==> src/rtl/single_mips_pkg.sv <==
// Shared types and constants for the single-cycle MIPS data-memory path.
package single_mips_pkg;

  typedef enum logic [1:0] {
    IDLE,
    ACCESS,
    RESP
  } arb_state_t;

  localparam logic PORT_CPU = 1'b0;
  localparam logic PORT_AUX = 1'b1;

  // Byte address to word index shift for 32-bit words.
  localparam int WORD_OFFSET = 2;

endpackage

==> src/rtl/rr_arbiter2.sv <==
// Two-requester round-robin picker: combinational pick, pointer advances past
// the winner whenever the caller strobes grant_en.
module rr_arbiter2
  import single_mips_pkg::*;
(
  input  logic       CLK,
  input  logic       RST,
  input  logic [1:0] req,
  input  logic       grant_en,
  output logic       grant_valid,
  output logic       grant_idx
);

  logic rr_ptr;

  // NOTE: every output of a combinational block gets a default first so no path leaves it unassigned (no latch).
  always_comb begin
    grant_valid = |req;
    grant_idx   = PORT_CPU;
    if (req[0] && req[1]) grant_idx = rr_ptr;
    else if (req[1])      grant_idx = PORT_AUX;
  end

  // NOTE: clocked state uses non-blocking assignments so all registers update from pre-edge values.
  always_ff @(posedge CLK or posedge RST) begin
    if (RST)                             rr_ptr <= PORT_CPU;
    else if (grant_en && grant_valid)    rr_ptr <= ~grant_idx;
  end

endmodule

==> src/rtl/single_mips_dmem_arbiter.sv <==
// Two-port req/ack front end for the single-port data memory: round-robin
// grant, one registered access cycle, then a one-cycle ack with data/error.
module single_mips_dmem_arbiter
  import single_mips_pkg::*;
#(
  parameter int ADDR_WIDTH = 32,
  parameter int DATA_WIDTH = 32,
  parameter int MEM_DEPTH  = 64
) (
  input  logic                  CLK,
  input  logic                  RST,
  input  logic                  p0_req,
  input  logic                  p0_we,
  input  logic [ADDR_WIDTH-1:0] p0_addr,
  input  logic [DATA_WIDTH-1:0] p0_wdata,
  output logic                  p0_ack,
  output logic                  p0_err,
  output logic [DATA_WIDTH-1:0] p0_rdata,
  input  logic                  p1_req,
  input  logic                  p1_we,
  input  logic [ADDR_WIDTH-1:0] p1_addr,
  input  logic [DATA_WIDTH-1:0] p1_wdata,
  output logic                  p1_ack,
  output logic                  p1_err,
  output logic [DATA_WIDTH-1:0] p1_rdata,
  output logic                  mem_wr_en,
  output logic [ADDR_WIDTH-1:0] mem_addr,
  output logic [DATA_WIDTH-1:0] mem_wdata,
  input  logic [DATA_WIDTH-1:0] mem_rdata
);

  localparam int WIDX_W = ADDR_WIDTH - WORD_OFFSET;
  localparam logic [WIDX_W-1:0] DEPTH_WORDS = WIDX_W'(MEM_DEPTH);

  arb_state_t            state;
  logic                  owner;
  logic                  lat_we;
  logic [ADDR_WIDTH-1:0] lat_addr;
  logic [DATA_WIDTH-1:0] lat_wdata;

  logic [1:0]            arb_req;
  logic                  grant_valid;
  logic                  grant_idx;
  logic                  bad;
  logic [DATA_WIDTH-1:0] acc_rdata;

  // Only IDLE and RESP may launch; in RESP the current owner is masked out so
  // a still-high req from the port being acked is never re-granted.
  always_comb begin
    arb_req = 2'b00;
    case (state)
      IDLE:    arb_req = {p1_req, p0_req};
      RESP:    arb_req = (owner == PORT_CPU) ? {p1_req, 1'b0} : {1'b0, p0_req};
      default: arb_req = 2'b00;
    endcase
  end

  rr_arbiter2 u_rr (
    .CLK         (CLK),
    .RST         (RST),
    .req         (arb_req),
    .grant_en    (grant_valid),
    .grant_valid (grant_valid),
    .grant_idx   (grant_idx)
  );

  assign bad = (lat_addr[WORD_OFFSET-1:0] != '0) ||
               (lat_addr[ADDR_WIDTH-1:WORD_OFFSET] >= DEPTH_WORDS);

  // Write enable decodes from state so an async reset kills it immediately.
  assign mem_wr_en = (state == ACCESS) && lat_we && !bad;
  assign mem_addr  = lat_addr;
  assign mem_wdata = lat_wdata;
  assign acc_rdata = (!lat_we && !bad) ? mem_rdata : '0;

  always_ff @(posedge CLK or posedge RST) begin
    if (RST) begin
      state     <= IDLE;
      owner     <= PORT_CPU;
      lat_we    <= 1'b0;
      lat_addr  <= '0;
      lat_wdata <= '0;
      p0_ack    <= 1'b0;
      p0_err    <= 1'b0;
      p0_rdata  <= '0;
      p1_ack    <= 1'b0;
      p1_err    <= 1'b0;
      p1_rdata  <= '0;
    end else begin
      p0_ack <= 1'b0;
      p0_err <= 1'b0;
      p1_ack <= 1'b0;
      p1_err <= 1'b0;
      case (state)
        IDLE, RESP: begin
          if (grant_valid) begin
            owner     <= grant_idx;
            lat_we    <= (grant_idx == PORT_AUX) ? p1_we    : p0_we;
            lat_addr  <= (grant_idx == PORT_AUX) ? p1_addr  : p0_addr;
            lat_wdata <= (grant_idx == PORT_AUX) ? p1_wdata : p0_wdata;
            state     <= ACCESS;
          end else begin
            state <= IDLE;
          end
        end
        ACCESS: begin
          state <= RESP;
          if (owner == PORT_CPU) begin
            p0_ack   <= 1'b1;
            p0_err   <= bad;
            p0_rdata <= acc_rdata;
          end else begin
            p1_ack   <= 1'b1;
            p1_err   <= bad;
            p1_rdata <= acc_rdata;
          end
        end
        default: state <= IDLE;
      endcase
    end
  end

endmodule

==> config.mk <==
export PLATFORM = sky130hd
export DESIGN_NAME = single_mips_dmem_arbiter
export DESIGN_NICKNAME = d
export VERILOG_FILES = /design/src/rtl/single_mips_pkg.sv /design/src/rtl/rr_arbiter2.sv /design/src/rtl/single_mips_dmem_arbiter.sv
export SDC_FILE = /design/constraint.sdc
export NUM_CORES = 1
export LEC_CHECK = 0
export CAP_MARGIN = 20
export CORE_AREA = 3 3 104 145
export CTS_CLUSTER_SIZE = 20
export DETAILED_ROUTE_END_ITERATION = 12
export DIE_AREA = 0 0 107 148
export HOLD_SLACK_MARGIN = 0.05
export PLACE_DENSITY = 0.95
export SLEW_MARGIN = 20
export SYNTH_ARGS = -nofsm -noshare
export SYNTH_HDL_FRONTEND = slang
export SYNTH_HIERARCHICAL = 1
export SYNTH_SLANG_ARGS = --single-unit
==> constraint.sdc <==
create_clock -name CLK -period 7.8 [get_ports CLK]
set_input_delay 1.56 -clock CLK [delete_from_list [all_inputs] [get_ports CLK]]
set_output_delay 1.56 -clock CLK [all_outputs]
set_load 0.02 [all_outputs]
==> flow_metrics.env <==
export IMPL_clk_latency_ps=410
export IMPL_core_um2=14000
export IMPL_hold_path_class="flop to flop"
export IMPL_cts_resized_gates=0
export IMPL_initial_core_util_pct=43.4
export IMPL_cp_slowest_cell="clkdlybuf4s50_1"
export IMPL_min_period_over_period_pct=52.1
export IMPL_ir_drop_uv=194
export IMPL_place_gp_congestion=0.792
export IMPL_skew_ps=16.7
export IMPL_ys_ff_latch=137
export IMPL_setup_viol=0
export IMPL_grt_max_degree=120
export IMPL_wl_um=17900
export IMPL_final_hold_viol_count=0
export IMPL_crit_chain="nor4_1 > nand4_1 > nor2_1 > and3_1 > clkdlybuf4s50_1"
export IMPL_overflow=0
export IMPL_io_pin_count=299
export IMPL_grt_pass1_wl_um=28400
export IMPL_antenna_found_initial=0
export IMPL_clk_path_buf_depth=2
export IMPL_n_antenna_cell=0
export IMPL_die_h_um=148
export IMPL_yosys_warnings=6
export IMPL_cp_buffers_inverters=1
export IMPL_cts_setup_buffers=0
export IMPL_status="complete, no violations"
export IMPL_tritoncts="done"
export IMPL_cts_buffers=17
export IMPL_slew_headroom_pct=28.6
export IMPL_startpoint_type="flop"
export IMPL_powerDensity_nw_per_um2=375
export IMPL_cts_root_buf="clkbuf_16"
export IMPL_path_depth=5
export IMPL_whs_path_depth=2
export IMPL_drive_above_1_share_pct=10.9
export IMPL_criticalPathCategory="flop to primary output"
export IMPL_slowest_delay_ps=630
export IMPL_worst_pin_slew_ps=1070
export IMPL_reg2regPathDepth=5
export IMPL_worstHoldEndpoint="p1_rdata[3]"
export IMPL_synth_distinct_cells=26
export IMPL_hpwlAfterDp_um=13200
export IMPL_cts_hold_buf=0
export IMPL_end_kind="primary output"
export IMPL_critPathRequiredTime_ps=6240
export IMPL_p_leak_nw=4.09
export IMPL_cp_max_fo=3
export IMPL_port_buffers=298
export IMPL_avgSynthCellArea_um2=10.1
export IMPL_synthesis_nets=767
export IMPL_fin_total_pwr_mw=3.65
export IMPL_hold_slack_ps=474
export IMPL_finalSetupTns_ps=0
export IMPL_first_pass_iters=4
export IMPL_max_freq_mhz=246
export IMPL_drtIter0Drc=174
export IMPL_syn_cell_area_um2=6070
export IMPL_max_cap_viol_count=0
export IMPL_min_period_ps=4060
export IMPL_avgViaCountPerCell=4.91
export IMPL_htree_num_levels=4
export IMPL_ant_nets=0
export IMPL_min_from="p1_rdata[3]"
export IMPL_layout_commonest_cell="clkdlybuf4s50_1"
export IMPL_numClockSinks=137
export IMPL_worstReg2RegEnd="mem_addr[7]"
export IMPL_grt_usage_pct=23.0
export IMPL_rr_startpoint="state[0]"
export IMPL_nNetsFinal=1047
export IMPL_slew_violations=0
export IMPL_syn_inst=601
export IMPL_clkTransAtPathRegs_ps=60
export IMPL_die_w_um=107
export IMPL_wl_per_cell_um=16.6
export IMPL_syn2layout_area_growth_pct=60.4
export IMPL_layout_common_cells="clkdlybuf4s50_1 (298), nand2_1 (197), dfrtp_1 (137)"
export IMPL_cpLargestDelayFamily="simple AND/OR/NAND/NOR gates"
export IMPL_rsz0062_at_grt="no"
export IMPL_drc=0
export IMPL_grt_pass1_vias=5662
export IMPL_dieArea_um2=15800
export IMPL_vias=5298
export IMPL_row_count=51
export IMPL_r2r_slack_ps=5080
export IMPL_seq_area_frac_synth_pct=56.5
export IMPL_crit_arrival_ps=2500
## area by class of cell
| type | count | area, µm² |
|---|---|---|
| clock buffers | 20 | 447 |
| clock inverters | 12 | 165 |
| fillers | 984 | 4240 |
| inverters | 7 | 31.3 |
| multi-input cells | 415 | 2410 |
| flip-flops and latches | 137 | 3430 |
| well taps | 185 | 231 |
| repair buffers | 303 | 3020 |
## layer usage
layer | up-vias | part of all wire (%) | GRT usage [%]
met3 | 33 | 7.5 | 7.86
met4 | 0 | 3.0 | 9.09
met2 | 218 | 54 | 41.6
met5 | - | 0 | 0
met1 | 2471 | 36 | 24.2
li1 | 2576 | - | -
## cells in the mapped netlist
library cell	count	area share, %
a31oi_1	1	0.10
o21ai_2	57	8.2
or2_1	1	0.10
and3_1	1	0.10
o21ai_0	68	5.6
mux2i_1	65	11
a21oi_1	1	0.082
nand2b_1	2	0.21
inv_2	1	0.062
a21boi_1	1	0.12
clkbuf_1	27	1.7
o21ai_1	4	0.33
nand3_1	1	0.082
buf_6	6	1.1
a211oi_1	1	0.12
nor3b_1	1	0.12
or3_1	1	0.10
nor2_1	4	0.25
dfrtp_1	137	56
buf_8	1	0.25
buf_2	8	0.66
inv_1	6	0.37
nand2_1	197	12
nand4_1	1	0.10
nor2b_1	2	0.21
nor4_1	6	0.62
## where the power goes
group / internal (mW) / switching, mW / leakage, nW
Clock: 0.517 / 0.321 / 0.288
Combinational: 0.740 / 0.918 / 2.03
Sequential: 0.983 / 0.173 / 1.78
Total: 2.24 / 1.41 / 4.09
## metrics by stage
stage	utilization (%)	instance area, µm²	std cells	setup WS, ps
2_1_floorplan	-	6070	601	2600
3_3_place_gp	65.3	9130	1047	3610
3_5_place_dp	65.3	9130	1047	3450
4_1_cts	69.7	9740	1079	3680
5_1_grt	69.7	9740	1079	3600
6_report	69.7	9740	1079	3740
## worst max-delay path by stage
stage                                to   startpoint  slack (ps)
after CTS                     mem_wr_en  mem_addr[0]        3680
after floorplan                  lat_we          RST        2600
after global placement    mem_wdata[11]       p1_req        3610
after global routing          mem_wr_en  mem_addr[0]        3600
after detailed placement  mem_wdata[13]       p1_req        3450
final                         mem_wr_en  mem_addr[0]        3740
## kinds of logic after synthesis
kind of cell / Yosys count / synth area share [%]
buf+inv: 49 / 4.12
simple gates: 217 / 14.1
mux: 65 / 10.7
compound gates: 133 / 14.6
flops: 137 / 56.5
## worst register-to-register path: stages (launching register included)
cell	delay [ps]
dfrtp_1	410
a211oi_1	360
a21boi_4	520
buf_4	790
mux2i_1	350
o21ai_0	120
## sequential cells by signal, indices dropped and copies added, names as in the netlist
name / flops
p0_ack: 1
p1_ack: 1
p0_rdata: 32
lat_we: 1
mem_wdata: 32
p1_err: 1
p0_err: 1
mem_addr: 32
owner: 1
state: 2
p1_rdata: 32
u_rr/rr_ptr: 1
(Power assumes the default switching activity.)
